--- src/rtl/coproc0_irq.sv ---
// coproc0_irq: system coprocessor with MFC0/MTC0/RFE pipeline, external interrupts and
// exception entry.
//   clk, rst                 clock, asynchronous active-high reset
//   i_*_stall                CU stalls; pipeline and architectural updates freeze while any is set
//   i_instr                  fetched instruction, registered into p1
//   i_cop0_alu_result_p2     MTC0 data, captured at p2
//   i_irq                    asynchronous level interrupt lines
//   i_exc_req/code/pc        synchronous exception request, code and PC to save
//   o_decode_error, o_cop0_* p1 decode results and MFC0 read value
//   o_irq_pending            an interrupt will be taken at the next non-stalled edge
//   o_redirect, o_redirect_pc  one-cycle flush-and-jump to the latched vector
// Optional: define COP0_CYCLE_COUNT_EN to add the free-running COUNT register at 0x09.

`ifndef CPU_PROCID_CODE
`define CPU_PROCID_CODE 32'h0000_0301
`endif

module coproc0_irq #(
  parameter int unsigned NIRQ        = 4,
  parameter int unsigned VEC_SHIFT   = 4,
  parameter int unsigned SYNC_STAGES = 2
) (
  input  logic            clk,
  input  logic            rst,
  input  logic            i_exec_stall,
  input  logic            i_mem_stall,
  input  logic            i_fetch_stall,
  input  logic [31:0]     i_instr,
  input  logic [31:0]     i_cop0_alu_result_p2,
  input  logic [NIRQ-1:0] i_irq,
  input  logic            i_exc_req,
  input  logic [3:0]      i_exc_code,
  input  logic [31:0]     i_exc_pc,
  output logic            o_decode_error,
  output logic            o_cop0_op_p1,
  output logic [4:0]      o_cop0_cop_p1,
  output logic [4:0]      o_cop0_reg_no_p1,
  output logic [4:0]      o_cop0_rt_no_p1,
  output logic [31:0]     o_cop0_reg_val_p1,
  output logic            o_irq_pending,
  output logic            o_redirect,
  output logic [31:0]     o_redirect_pc
);

  localparam logic [5:0] OpCop0  = 6'b010000;
  localparam logic [4:0] SubMf   = 5'b00000;
  localparam logic [4:0] SubMt   = 5'b00100;
  localparam logic [4:0] SubCo   = 5'b10000;
  localparam logic [5:0] FuncRfe = 6'b010000;
`ifdef COP0_CYCLE_COUNT_EN
  localparam logic [4:0] RegCount = 5'h09;
`endif
  localparam logic [4:0] RegIvt   = 5'h0A;
  localparam logic [4:0] RegPsr   = 5'h0B;
  localparam logic [4:0] RegSr    = 5'h0C;
  localparam logic [4:0] RegCause = 5'h0D;
  localparam logic [4:0] RegEpc   = 5'h0E;
  localparam logic [4:0] RegPrid  = 5'h0F;

  typedef enum logic {StIdle, StEntry} state_t;

  logic w_core_stall;
  assign w_core_stall = i_exec_stall | i_mem_stall | i_fetch_stall;

  // ---------------- p1 decode ----------------
  logic [31:0] r_instr;
  logic [5:0]  w_opcode, w_func;
  logic [4:0]  w_sub, w_rt, w_rd, w_rsvd;
  logic        w_is_cop0, w_is_mf, w_is_mt, w_is_rfe, w_err;

  assign {w_opcode, w_sub, w_rt, w_rd, w_rsvd, w_func} = r_instr;

  always_comb begin
    w_is_cop0 = (w_opcode == OpCop0);
    w_is_mf   = 1'b0;
    w_is_mt   = 1'b0;
    w_is_rfe  = 1'b0;
    w_err     = 1'b0;
    if (w_is_cop0) begin
      case (w_sub)
        SubMf: if (w_rsvd == 5'd0 && w_func == 6'd0) w_is_mf = 1'b1; else w_err = 1'b1;
        SubMt: if (w_rsvd == 5'd0 && w_func == 6'd0) w_is_mt = 1'b1; else w_err = 1'b1;
        SubCo: begin
          if (w_func == FuncRfe && w_rt == 5'd0 && w_rd == 5'd0 && w_rsvd == 5'd0)
            w_is_rfe = 1'b1;
          else
            w_err = 1'b1;
        end
        default: w_err = 1'b1;
      endcase
    end
  end

  // ---------------- p2 / p3 pipeline ----------------
  logic        r_p2_mt, r_p2_rfe, r_p3_mt, r_p3_rfe;
  logic [4:0]  r_p2_rd, r_p3_rd;
  logic [31:0] r_p3_data;

  always_ff @(posedge clk or posedge rst) begin
    if (rst) begin
      r_instr   <= '0;
      r_p2_mt   <= 1'b0;
      r_p2_rfe  <= 1'b0;
      r_p2_rd   <= '0;
      r_p3_mt   <= 1'b0;
      r_p3_rfe  <= 1'b0;
      r_p3_rd   <= '0;
      r_p3_data <= '0;
    end else if (!w_core_stall) begin
      r_instr   <= i_instr;
      r_p2_mt   <= w_is_mt;
      r_p2_rfe  <= w_is_rfe;
      r_p2_rd   <= w_rd;
      r_p3_mt   <= r_p2_mt;
      r_p3_rfe  <= r_p2_rfe;
      r_p3_rd   <= r_p2_rd;
      r_p3_data <= i_cop0_alu_result_p2;
    end
  end

  logic w_wb_mt, w_wb_rfe;
  assign w_wb_mt  = r_p3_mt & ~w_core_stall;
  assign w_wb_rfe = r_p3_rfe & ~w_core_stall;

  // ---------------- interrupt synchronisers ----------------
  logic [NIRQ-1:0] r_sync [SYNC_STAGES];

  always_ff @(posedge clk or posedge rst) begin
    if (rst) begin
      for (int i = 0; i < SYNC_STAGES; i++) r_sync[i] <= '0;
    end else begin
      r_sync[0] <= i_irq;
      for (int i = 1; i < SYNC_STAGES; i++) r_sync[i] <= r_sync[i-1];
    end
  end

  // ---------------- architectural registers ----------------
  logic [21:0]     r_ivt;
  logic            r_psr_ie, r_sr_ie;
  logic [NIRQ-1:0] r_sr_im;
  logic [31:0]     r_epc, r_vec;
  logic [3:0]      r_cause_code;
  state_t          r_state, w_state_next;

  logic [NIRQ-1:0] w_ip;
  logic            w_irq_pending, w_take;
  logic [3:0]      w_code;
  logic [31:0]     w_vec;

  assign w_ip          = r_sync[SYNC_STAGES-1] & r_sr_im;
  assign w_irq_pending = r_sr_ie & (|w_ip) & (r_state == StIdle);
  assign w_take        = (r_state == StIdle) & ~w_core_stall & (i_exc_req | w_irq_pending);
  // Exceptions outrank interrupts; interrupts always use code 0.
  assign w_code        = i_exc_req ? i_exc_code : 4'd0;
  assign w_vec         = {r_ivt, 10'b0} + ({28'b0, w_code} << VEC_SHIFT);

  // Later assignments win: entry overrides MT/RFE for EPC, PSR, SR.IE and CAUSE.
  always_ff @(posedge clk or posedge rst) begin
    if (rst) begin
      r_ivt        <= '0;
      r_psr_ie     <= 1'b0;
      r_sr_ie      <= 1'b0;
      r_sr_im      <= '0;
      r_epc        <= '0;
      r_cause_code <= '0;
      r_vec        <= '0;
    end else begin
      if (w_wb_mt) begin
        case (r_p3_rd)
          RegIvt: r_ivt    <= r_p3_data[31:10];
          RegPsr: r_psr_ie <= r_p3_data[0];
          RegSr: begin
            r_sr_ie <= r_p3_data[0];
            r_sr_im <= r_p3_data[8 +: NIRQ];
          end
          RegEpc: r_epc    <= r_p3_data;
          default: ;
        endcase
      end
      if (w_wb_rfe) begin
        r_sr_ie  <= r_psr_ie;
        r_psr_ie <= 1'b0;
      end
      if (w_take) begin
        r_epc        <= i_exc_pc;
        r_psr_ie     <= r_sr_ie;
        r_sr_ie      <= 1'b0;
        r_cause_code <= w_code;
        r_vec        <= w_vec;
      end
    end
  end

`ifdef COP0_CYCLE_COUNT_EN
  logic [31:0] r_count;
  always_ff @(posedge clk or posedge rst) begin
    if (rst) begin
      r_count <= '0;
    end else if (w_wb_mt && r_p3_rd == RegCount) begin
      r_count <= r_p3_data;
    end else begin
      r_count <= r_count + 32'd1;
    end
  end
`endif

  // ---------------- FSM ----------------
  always_ff @(posedge clk or posedge rst) begin
    if (rst) r_state <= StIdle;
    else     r_state <= w_state_next;
  end

  always_comb begin
    w_state_next = r_state;
    case (r_state)
      StIdle:  if (w_take) w_state_next = StEntry;
      StEntry: w_state_next = StIdle;
      default: w_state_next = StIdle;
    endcase
  end

  always_comb begin
    o_redirect    = (r_state == StEntry);
    o_redirect_pc = o_redirect ? r_vec : 32'd0;
  end

  // ---------------- read mux and p1 outputs ----------------
  logic [31:0] w_rd_val;

  always_comb begin
    w_rd_val = '0;
    case (w_rd)
`ifdef COP0_CYCLE_COUNT_EN
      RegCount: w_rd_val = r_count;
`endif
      RegIvt:   w_rd_val = {r_ivt, 10'b0};
      RegPsr:   w_rd_val[0] = r_psr_ie;
      RegSr: begin
        w_rd_val[0]         = r_sr_ie;
        w_rd_val[8 +: NIRQ] = r_sr_im;
      end
      RegCause: begin
        w_rd_val[8 +: NIRQ] = w_ip;
        w_rd_val[5:2]       = r_cause_code;
      end
      RegEpc:   w_rd_val = r_epc;
      RegPrid:  w_rd_val = `CPU_PROCID_CODE;
      default:  w_rd_val = '0;
    endcase
  end

  assign o_decode_error    = w_err;
  assign o_cop0_op_p1      = w_is_cop0;
  assign o_cop0_cop_p1     = (w_is_cop0 && (w_sub == SubMf || w_sub == SubMt)) ? w_sub : 5'd0;
  assign o_cop0_reg_no_p1  = w_rd;
  assign o_cop0_rt_no_p1   = w_rt;
  assign o_cop0_reg_val_p1 = w_is_mf ? w_rd_val : 32'd0;
  assign o_irq_pending     = w_irq_pending;

endmodule

--- config.mk ---
export PLATFORM = sky130hd
export DESIGN_NAME = coproc0_irq
export DESIGN_NICKNAME = d
export VERILOG_FILES = /design/src/rtl/coproc0_irq.sv
export SDC_FILE = /design/constraint.sdc
export NUM_CORES = 1
export LEC_CHECK = 0
export CAP_MARGIN = 20
export CORE_ASPECT_RATIO = 1.75
export CORE_MARGIN = 2
export CORE_UTILIZATION = 55
export CTS_BUF_LIST = sky130_fd_sc_hd__clkbuf_4 sky130_fd_sc_hd__clkbuf_8
export DETAILED_ROUTE_END_ITERATION = 8
export PLACE_DENSITY = 0.86
export SLEW_MARGIN = 20
export SYNTH_ARGS = -nofsm -noshare
export SYNTH_HDL_FRONTEND = slang
export SYNTH_SLANG_ARGS = --single-unit
--- constraint.sdc ---
create_clock -name clk -period 10.4 [get_ports clk]
set_input_delay 2.08 -clock clk [delete_from_list [all_inputs] [get_ports clk]]
set_output_delay 2.08 -clock clk [all_outputs]
set_load 0.01 [all_outputs]
==> reports/results.ini <==
[global_route]
antenna_found_initial = 0
grt_usage_pct = 26.23
grt_max_degree = 117
grt_pass1_wl_mm = 30.63
grt_pass1_vias = 6073
grt-ovfl-total = 0

[synthesis]
yosys.cell_count.top_type = nand2_1
yosysUniqueCellTypes = 46
ys_ff_latch = 173
yosysSeqAreaShare_pct = 55.34
synth_cells = 739
synth_edf_count = 0
ys_warn_count = 0
synth_top_area_cell = dfrtp_1
syn_area_per_cell_sq_um = 10.59
synth.top_cells.by_count = nand2_1, dfrtp_1, mux2_2
synth_area_sq_um = 7823
ys.flop_type = dfrtp_1
synthTopCellsByArea = dfrtp_1, mux2_2, nand2_1
async_flop_share_pct = 100.0
synth_top_area_share_pct = 55.34

[setup_path]
cp.required_ns = 8.32
cp_slowest_cell = nor3b_4
crit_chain = nand3b_1 -> nor3b_4 -> a22oi_1 -> a221oi_1 -> clkdlybuf4s50_1
worstPathMaxFanout = 15
cpPeakStageDelay_ns = 0.73
critical_path_class = reg -> out
critPathArrivalTime_ns = 3.42
crit_path_end_kind = primary output
start_kind = flop

[cells_and_area]
drive_gt1_share_pct = 17.42
fin_cells = 1084
area_growth_pct = 28.04
nets = 1005
antenna_cells = 0
num-fill-cells = 1007

[die]
ios = 193
die_w_um = 94.15
core_area_sq_um = 13910
start_util_pct = 56.25
die_h_um = 161.8
dieArea_sq_um = 15230
placementRows = 57

[timing]
setup_viol = 0
finalCritPeriodShare_pct = 52.90
rsz0062_at_grt = false
max_freq_mhz = 181.8
maxSlewViolCount = 0
tns_ns = 0
timing.final.crit_period_ns = 5.501
finalHoldViolCount = 0
tightest_slew_ns = 0.9626
clock_skew_ns = 0.01712
slew_headroom_pct = 35.83

[placed_design]
dp.cells = 1053
place_congestion = 0.9028
dp_hpwl_mm = 13.43
io_buffers = 182

[route]
drc = 0
vias = 5911
wl_mm = 19.18
drt_iter0_drc = 388
dr.pass1.iters = 5
post_drt_wl_per_cell_um = 17.69
ant_nets = 0
vias_per_cell = 5.453

[clocking]
cts_hold_buf = 0
ctsRootBufferMaster = clkbuf_8
cts_tree = built
cts.clk_slew.worst_paths_ns = 0.09
cts_htree_levels = 4
ctsLongestPathBuffers = 2
cts_resized = 0
clock_latency_ns = 0.44
cts_sinks = 173
cts_buffers = 17
cts_setup_buffers = 0

[power]
vdd_drop_max_mv = 0.09198
power-per-cell-area_nw_per_um2 = 144.6
power.leakage_nw = 4.615

[status]
status = complete, no violations

[run]
max_cap_viol_count = 0

[hold_path]
hold_path.class = reg -> reg

==> registers in the layout (all words and copies together) (netlist names), 4 cells and up <==
name / flops
r_epc: 32
r_instr: 32
r_p3_data: 32
r_vec: 23
r_ivt: 22
r_sync: 8
r_p2_rd: 5
r_p3_rd: 5
r_sr_im: 4
==> per-layer routing <==
layer	vias up	global-route usage, %	part of all wire, %
li1	2753	-	-
met1	2899	29.63	37
met2	211	46.66	55
met3	48	4.360	4.4
met4	0	13.77	4.0
met5	-	0	0
==> area by class of cell <==
cell class | instances | area (sq um) | area share [%]
inverters | 4 | 22.52 | 0.2249
well taps | 177 | 221.5 | 2.211
clock buffers | 17 | 234.0 | 2.336
multi-input cells | 510 | 3222 | 32.17
repair buffers | 189 | 1874 | 18.71
clock inverters | 14 | 112.6 | 1.124
flip-flops and latches | 173 | 4329 | 43.22
==> cells by family (layout without fill, tap and decap cells) <==
kind of cell | Yosys count | count (layout) | synth area share [%]
DFF | 173 | 173 | 55.34
AOI/OAI and AO/OA | 52 | 52 | 5.054
buffers and inverters | 65 | 224 | 4.526
other | 1 | 10 | 0.04794
muxes | 114 | 114 | 16.38
and+or+nand+nor | 334 | 334 | 18.65
==> where the power goes <==
part / switching (mW) / total, mW / internal, mW
Sequential: 0.0628 / 0.816 / 0.753
Clock: 0.250 / 0.418 / 0.168
Combinational: 0.0931 / 0.215 / 0.122
==> worst paths after layout <==
check	slack [ns]	cells past startpoint	startpoint	to
worst max-delay path	4.90	5	r_instr[15]	o_cop0_reg_val_p1[11]
worst min-delay path	0.36	0	r_sync[4]	r_sync[0]
worst max register to register	7.70	5	r_sr_im[0]	r_vec[12]
worst min register to register	0.36	0	r_sync[4]	r_sync[0]
max in group asynchronous	6.96	3	rst	r_epc[21]
min in group asynchronous	2.17	2	rst	r_vec[18]
==> metrics by stage <==
step,cell area (sq um),hold slack [ns],worst slack [ns],util [%],power (mW)
after floorplan,7856,0.3312,3.632,-,0.9490
after global placement,9661,0.3365,5.395,69.46,1.031
after detailed placement,9661,0.3395,5.163,69.46,1.044
after CTS,10010,0.3603,4.661,71.96,1.459
after global routing,10020,0.3606,4.743,72.02,1.520
final,10020,0.3605,4.899,72.02,1.449
==> worst max-delay path: cells and delay by family (launching register included) <==
| family | cells | cell delay, ns |
|---|---|---|
| buf+inv | 1 | 0.63 |
| flops | 1 | 0.45 |
| compound gates | 2 | 0.74 |
| simple gates | 2 | 1.14 |
==> cells in the final DEF, fill, tap and decap left out, types with 2 or more instances in the layout <==
master and n:
a221oi_1 2, clkinvlp_4 4, a22o_1 5, nor4_1 5
nor3_2 2, dfrtp_1 173, nand3_1 2, mux2_2 106
clkbuf_8 17, inv_1 3, a21oi_1 3, clkdlybuf4s50_1 182
o21ai_0 3, o211ai_1 3, nor2b_1 2, nor3_1 4
nor2_1 39, clkinv_4 3, and2_1 28, inv_8 2
a22oi_1 28, or3_4 3, nand4b_1 2, inv_6 4
buf_4 7, mux2i_1 2, nand3b_1 4, and3_1 3
clkinv_2 2, nand2_1 227, conb_1 10, a2111oi_2 2
or4_1 2, mux2_1 6
Note: power is estimated with default switching activity, not from simulation.
